--- config.mk ---
export PLATFORM = sky130hd
export DESIGN_NAME = mem_stage
export DESIGN_NICKNAME = d
export VERILOG_FILES = /design/src/rtl/mem_stage_pkg.sv /design/src/rtl/port_define.sv /design/src/rtl/mem_dm_ctrl.sv /design/src/rtl/mem_stage.sv
export SDC_FILE = /design/constraint.sdc
export NUM_CORES = 1
export LEC_CHECK = 0
export ABC_AREA = 1
export CORE_ASPECT_RATIO = 1.1
export CORE_MARGIN = 1
export CORE_UTILIZATION = 40
export CTS_CLUSTER_DIAMETER = 200
export DETAILED_ROUTE_END_ITERATION = 10
export PLACE_DENSITY = 0.77
export REMOVE_ABC_BUFFERS = 1
export SETUP_SLACK_MARGIN = 0.5
export SLEW_MARGIN = 0
export SYNTH_ARGS = -nofsm -noshare
export SYNTH_HDL_FRONTEND = slang
export SYNTH_SLANG_ARGS = --single-unit
export TNS_END_PERCENT = 50
--- constraint.sdc ---
create_clock -name clk -period 5.35 [get_ports clk]
set_clock_uncertainty 0.05 [all_clocks]
set_input_delay 1.07 -clock clk [delete_from_list [all_inputs] [get_ports clk]]
set_output_delay 1.07 -clock clk [all_outputs]
set_load 0.005 [all_outputs]
--- src/rtl/mem_stage_pkg.sv ---
// Pipeline types shared by the memory stage and its data-memory controller.
package mem_stage_pkg;

   typedef enum logic [1:0] {
      IDLE = 2'd0,
      WAIT = 2'd1,
      DONE = 2'd2
   } mem_state_t;

endpackage

--- src/rtl/port_define.sv ---
// Shared encodings for the pipeline datapath: bus widths, reset constants and mux selects.
package port_define;

   localparam int RegBus     = 32;
   localparam int RegAddrBus = 5;

   localparam logic [RegBus-1:0]     ZeroWord     = '0;
   localparam logic [RegAddrBus-1:0] ZeroRegAddr  = '0;
   localparam logic                  WriteDisable = 1'b0;

   localparam logic LwAluSrc = 1'b0;
   localparam logic LwMemSrc = 1'b1;
   localparam logic MvAluSrc = 1'b0;
   localparam logic MvMovSrc = 1'b1;

   localparam int DmTimeoutDefault = 16;

endpackage

--- src/rtl/mem_dm_ctrl.sv ---
// Data-memory access controller: request launch, bounded wait for ack, abort on timeout.
module mem_dm_ctrl
   import port_define::*;
   import mem_stage_pkg::*;
#(
   parameter int TIMEOUT = DmTimeoutDefault
) (
   input  logic              clk,
   input  logic              rst,
   input  logic              i_read,
   input  logic              i_write,
   input  logic [RegBus-1:0] i_addr,
   input  logic [RegBus-1:0] i_wdata,
   input  logic              i_ack,
   input  logic [RegBus-1:0] i_rdata,
   output logic              o_req,
   output logic              o_we,
   output logic [RegBus-1:0] o_addr,
   output logic [RegBus-1:0] o_wdata,
   output logic              o_err,
   output logic              o_stall,
   output logic              o_done,
   output logic              o_abort,
   output logic [RegBus-1:0] o_loadData
);

   localparam logic [7:0] TimeoutCount = 8'(TIMEOUT);

   mem_state_t        r_state;
   mem_state_t        w_nextState;
   logic [7:0]        r_waitCount;
   logic              r_errPulse;
   logic              r_abort;
   logic [RegBus-1:0] r_loadData;
   logic              w_memOp;
   logic              w_launch;
   logic              w_ackHit;
   logic              w_timeout;

   assign w_memOp = i_read | i_write;

   always_ff @(posedge clk or posedge rst) begin
      if (rst) begin
         r_state <= IDLE;
      end else begin
         r_state <= w_nextState;
      end
   end

   // Ack wins over a timeout landing in the same WAIT cycle.
   always_comb begin
      w_nextState = r_state;
      w_launch    = 1'b0;
      w_ackHit    = 1'b0;
      w_timeout   = 1'b0;
      o_stall     = 1'b0;
      case (r_state)
         IDLE: begin
            if (w_memOp) begin
               o_stall     = 1'b1;
               w_launch    = 1'b1;
               w_nextState = WAIT;
            end
         end
         WAIT: begin
            o_stall = 1'b1;
            if (i_ack) begin
               w_ackHit    = 1'b1;
               w_nextState = DONE;
            end else if (r_waitCount + 8'd1 == TimeoutCount) begin
               w_timeout   = 1'b1;
               w_nextState = DONE;
            end
         end
         DONE: begin
            w_nextState = IDLE;
         end
         default: begin
            w_nextState = IDLE;
         end
      endcase
   end

   always_ff @(posedge clk or posedge rst) begin
      if (rst) begin
         r_waitCount <= 8'd0;
      end else if (w_launch) begin
         r_waitCount <= 8'd0;
      end else if (r_state == WAIT) begin
         r_waitCount <= r_waitCount + 8'd1;
      end
   end

   // Request fields are frozen from launch until ack or abort.
   always_ff @(posedge clk or posedge rst) begin
      if (rst) begin
         o_req   <= 1'b0;
         o_we    <= 1'b0;
         o_addr  <= ZeroWord;
         o_wdata <= ZeroWord;
      end else if (w_launch) begin
         o_req   <= 1'b1;
         o_we    <= i_write;
         o_addr  <= i_addr;
         o_wdata <= i_wdata;
      end else if (w_ackHit || w_timeout) begin
         o_req   <= 1'b0;
      end
   end

   always_ff @(posedge clk or posedge rst) begin
      if (rst) begin
         r_loadData <= ZeroWord;
         r_errPulse <= 1'b0;
         r_abort    <= 1'b0;
      end else begin
         r_errPulse <= w_timeout;
         if (w_ackHit) begin
            r_loadData <= i_rdata;
         end
         if (w_launch) begin
            r_abort <= 1'b0;
         end else if (w_timeout) begin
            r_abort <= 1'b1;
         end
      end
   end

   assign o_err      = r_errPulse | (w_launch & i_read & i_write);
   assign o_done     = (r_state == DONE);
   assign o_abort    = r_abort;
   assign o_loadData = r_loadData;

endmodule

--- src/rtl/mem_stage.sv ---
// Memory-access stage with MEM/WB pipeline register; stalls upstream while a DM access is open.
module mem_stage
   import port_define::*;
#(
   parameter int TIMEOUT = DmTimeoutDefault
) (
   input  logic                  clk,
   input  logic                  rst,
   input  logic [RegBus-1:0]     mem_sw_o,
   input  logic [RegBus-1:0]     mem_write_o,
   input  logic [RegBus-1:0]     mem_alu_result,
   input  logic                  mem_lwsrc,
   input  logic                  mem_movsrc,
   input  logic [RegAddrBus-1:0] mem_write_addr_o,
   input  logic                  mem_reg_write,
   input  logic                  mem_DM_read,
   input  logic                  mem_DM_write,
   output logic                  stall_o,
   output logic                  dm_req,
   output logic                  dm_we,
   output logic [RegBus-1:0]     dm_addr,
   output logic [RegBus-1:0]     dm_wdata,
   input  logic                  dm_ack,
   input  logic [RegBus-1:0]     dm_rdata,
   output logic                  dm_err,
   output logic [RegAddrBus-1:0] wb_write_addr_o,
   output logic                  wb_reg_write,
   output logic [RegBus-1:0]     wb_data
);

   logic              w_stall;
   logic              w_done;
   logic              w_abort;
   logic              w_isLoad;
   logic [RegBus-1:0] w_loadData;
   logic [RegBus-1:0] w_wbData;

   mem_dm_ctrl #(
      .TIMEOUT (TIMEOUT)
   ) u_dmCtrl (
      .clk        (clk),
      .rst        (rst),
      .i_read     (mem_DM_read),
      .i_write    (mem_DM_write),
      .i_addr     (mem_alu_result),
      .i_wdata    (mem_sw_o),
      .i_ack      (dm_ack),
      .i_rdata    (dm_rdata),
      .o_req      (dm_req),
      .o_we       (dm_we),
      .o_addr     (dm_addr),
      .o_wdata    (dm_wdata),
      .o_err      (dm_err),
      .o_stall    (w_stall),
      .o_done     (w_done),
      .o_abort    (w_abort),
      .o_loadData (w_loadData)
   );

   assign stall_o  = w_stall;
   assign w_isLoad = mem_DM_read & ~mem_DM_write;

   always_comb begin
      w_wbData = mem_alu_result;
      if (mem_lwsrc == LwMemSrc) begin
         w_wbData = w_loadData;
      end else if (mem_movsrc == MvMovSrc) begin
         w_wbData = mem_write_o;
      end
   end

   // A stalled cycle inserts a bubble so the held op is written back exactly once.
   always_ff @(posedge clk or posedge rst) begin
      if (rst) begin
         wb_reg_write    <= WriteDisable;
         wb_write_addr_o <= ZeroRegAddr;
         wb_data         <= ZeroWord;
      end else if (w_stall) begin
         wb_reg_write    <= WriteDisable;
      end else begin
         wb_reg_write    <= mem_reg_write & ~(w_done & w_abort & w_isLoad);
         wb_write_addr_o <= mem_write_addr_o;
         wb_data         <= w_wbData;
      end
   end

endmodule

* Word-level counts from Yosys, hierarchy flattened *
Index checks and enable logic that the tools add are counted.

operators by class
  add/subtract/negate cells = 1
  bitwise gates (word level) = 10
  equality and inequality tests = 5
  reductions and logical operators = 6
  multiplexer cells = 21

operator list
  cell                 count
  $mux 32              2
  $mux 8               2
  $mux 1               12
  $add 8x1->8 const B  1
  $eq 8x5->1 const B   1
  $and 1x1->1          6
  $mux 2               3
  $reduce_bool 2->1    3
  $pmux 2 s2           1
  $ne 3x2->1 const B   1
  $eq 2x1->1 const B   1
  $eq 2x2->1 const B   1
  $logic_not 2->1      1
  $ne 2x1->1 const B   1
  $not 1->1            2
  $or 1x1->1           2
  $pmux 1 s2           1
  $reduce_and 2->1     1
  $logic_or 1x1->1     1

storage, ports and cells
  bits in registers = 148
  output and inout bits = 106
  input port bits = 141
  logic and storage cells = 55

* Logic depth before layout (Yosys ltp) *
  depth after elaboration = 8
  gate-level depth with buffers = 11
  mapped depth without buffers = 11

* Cells and area by module *
Synthesis repeated with hierarchy kept, for this count alone.

second synthesis, totals
  cells, all modules = 779
  area, all modules = 6816.5 µm²

modules (own cells, without submodules)
  module       instances  area each (µm²)  cells each  seq. area each (µm²)
  mem_dm_ctrl  1          4443.0           439         2752.6
  mem_stage    1          2373.5           340         950.9

* Worst setup path after synthesis *
No wires, ideal clock.

  kind = input port to output port
  start = input port mem_DM_write
  end = output port stall_o
  required time = 4230 ps
  cell stages on the path = 5
  buffers on the path = 1
  data arrival time = 1773 ps
  setup slack = 2457 ps
  path through = o21ai_2 > inv_2 > nor2_4 > inv_2 > buf_2

between the ends
  longest elaborated chain between the ends = 3

ends and longest elaborated chain
  element      line               RTL
  from (decl)  mem_stage.sv:17    input logic mem_DM_write,
  $or 1x1->1   mem_dm_ctrl.sv:40  assign w_memOp = i_read | i_write;
  $mux 1       mem_dm_ctrl.sv:59  if (w_memOp) begin
  $pmux 1 s2   mem_dm_ctrl.sv:57  case (r_state)
  to (decl)    mem_stage.sv:18    output logic stall_o,

No other way between the ends.

* Worst setup path after layout *
Same ends and word-level chain as after synthesis.

==> out/summary.txt <==
placed cells: 1123
Die ar.: 16400 µm²
critical-path cell list: clkdlybuf4s50_1 > o21ai_4 > inv_2 > nor2_4 > inv_2 > clkdlybuf4s50_1
Die X: 122 µm
Row Count: 48
first-pass GRT wire length: 27.1 mm
critical path class: in2out
final WL: 16.9 mm
P per Cell Area: 543 nW/µm²
vias in the first global route: 5401
GRT Util Overall: 21.5%
Port Buffers: 246
dpl cell area: 8970 µm²
Leakage: 4.58 nW
Least-Margin Pin Slew: 1.12 ns
Post-CTS Setup Bufs: 0
clk_lat worst skew: 0.42 ns
status: complete, no violations
unrepaired setup endpoints after global routing: no
Final Cell Area: 9560 µm²
final antenna-violating net count: 0
Worst Setup Start Kind: input pin
hold buffer count at cts: 0
CTS H-Tree Depth: 4
Tcrit/Tclk final: 65.6%
cts repair resizes: 0
hold crit path type: reg2reg
via count: 5517
Post-Synthesis Cells: 706
Initial Utilization: 40.8%
DRC: 0
router iterations before antenna repair: 5
hold slack: 0.421 ns
clock-pin slew on the worst setup and hold paths: 0.06 ns
vias per cell: 4.78
Hold Fails Final Rpt: 0
dpl ws: 1.84 ns
setup ws final: 1.84 ns
TritonCTS clock tree: yes
Mapped Area: 6370 µm²
Avg Cell Area, Syn: 9.03 µm²
Ant. Diodes: 0
area of the core: 15600 µm²
CP Max Fanout: 3
FF+latch count, synth: 148
Max Slew Vio Count: 0
CTS Buffer Depth: 2
slowest CP cell: clkdlybuf4s50_1
register area share after synthesis: 58.1%
DP Wirelength: 11.1 mm
maxcap violations: 0
Final setup viols: 0
Critical Path AT: 2.39 ns
CTS Buf Count: 17
DR WL/cell: 14.6 µm
initial antenna violation count: 0
largest net degree at the start of global routing: 104
# nets final: 1085
share of cells above drive strength 1: 7.64%
Slew headroom: 25.1%
Worst path max stage delay: 0.56 ns
Min Clock Period, post-route: 3.51 ns
Ports: 247
Max Freq: 0.285 GHz
peak supply drop: 0.352 mV
CTS Sinks: 148
CTS Root Cell: clkbuf_16
drt initial violations: 256
crit end category: primary output
synth unique cells: 24
setup TNS: 0 ns
Area Overhead vs Synth: 50.0%
GP Congestion: 0.773
grt total ovfl: 0
Synth area leader: dfrtp_1
Final Core Density: 61.2%
PnR Total Power: 5.19 mW
synth warn: 0
final instance count without filler cells: 1155
Die Height: 134 µm
dominant cells by area after synthesis: dfrtp_1 58%, nand2_1 21%, mux2_2 4.8%, mux2i_1 4.6%, o21ai_0 3.3%
WP data required: 4.23 ns
top cell type's share of synthesized area: 58.1%
==> per-layer routing <==
layer / GRT usage [%] / vias to the layer above / part of all wire (%)
met5: 0 / - / 0
met2: 35.4 / 170 / 49
met3: 5.40 / 25 / 6.2
met1: 27.0 / 2620 / 42
li1: - / 2702 / -
met4: 8.40 / 0 / 2.2
==> synthesized netlist by cell type <==
library cell  number
nor2_1            12
a21oi_1            3
a31oi_1            1
mux2i_1           29
a22o_1             1
mux2_1             5
dfrtp_1          148
ha_1               2
clkbuf_1          14
mux2_2            27
buf_2             20
nand4_1            2
nand3_1            4
o21ai_0           42
o22ai_1            3
buf_4              1
inv_1             19
nand2_2            1
nor2_4             2
nand2_1          365
nor3_1             1
o21bai_1           1
o21ai_2            1
inv_2              2
==> final cells by class <==
class | count | area (µm²)
clock buffer | 20 | 457
clock inverter | 12 | 131
fill | 1336 | 6050
inverter | 21 | 83.8
multi-input combinational | 502 | 2440
sequential | 148 | 3700
tap | 200 | 250
timing repair buffer | 252 | 2500
==> layout by cell type (no fill, tap or decap), types with 3 or more instances in the layout <==
master and n:
buf_4 6, clkinv_4 3, dfrtp_1 148, o21ai_0 42, clkbuf_16 17, clkinv_2 3
clkdlybuf4s50_1 244, nand2_1 365, a21oi_1 3, o22ai_1 3, nand3_1 4, mux2i_1 29
mux2_2 27, nor2_1 12, mux2_1 5, clkinvlp_4 4, inv_1 18
==> path summary, 6_finish.rpt <==
kind | start | endpoint | slack (ns) | cells after the start
setup / recovery | mem_DM_write | stall_o | 1.84 | 6
max in group asynchronous | rst | u_dmCtrl.r_waitCount[2] | 3.13 | 3
hold / removal | wb_write_addr_o[4] | wb_write_addr_o[4] | 0.42 | 2
hold reg to reg | wb_write_addr_o[4] | wb_write_addr_o[4] | 0.42 | 2
min in group asynchronous | rst | u_dmCtrl.o_wdata[8] | 1.16 | 2
setup reg to reg | u_dmCtrl.r_state[1] | u_dmCtrl.o_loadData[29] | 3.37 | 3
==> registers in the layout, summed over array words and instances (netlist names) <==
| name | flops |
|---|---|
| u_dmCtrl.o_wdata | 32 |
| wb_data | 32 |
| u_dmCtrl.o_addr | 32 |
| wb_reg_write | 1 |
| u_dmCtrl.r_errPulse | 1 |
| u_dmCtrl.o_we | 1 |
| u_dmCtrl.o_abort | 1 |
| u_dmCtrl.r_waitCount | 8 |
| u_dmCtrl.o_req | 1 |
| u_dmCtrl.o_loadData | 32 |
| wb_write_addr_o | 5 |
| u_dmCtrl.r_state | 2 |
==> critical path, delay by kind of cell <==
family	cells	cell delay, ns
buffers and inverters	4	1.20
AOI/OAI and AO/OA	1	0.09
and+or+nand+nor	1	0.04
==> cell families after synthesis <==
logic type,Yosys count,synth area share (%)
flops,148,58.1
mux,61,10.2
fa+ha+maj,2,0.392
compound gates,52,4.32
simple gates,387,23.2
buf+inv,56,3.75
==> power breakdown <==
| part | internal [mW] | total, mW | switching, mW |
|---|---|---|---|
| combinational | 1.13 | 2.10 | 0.976 |
| sequential | 1.65 | 1.91 | 0.267 |
| clock | 0.710 | 1.18 | 0.468 |
| total | 3.48 | 5.19 | 1.71 |
No activity file was read; power rests on OpenSTA's default activity.
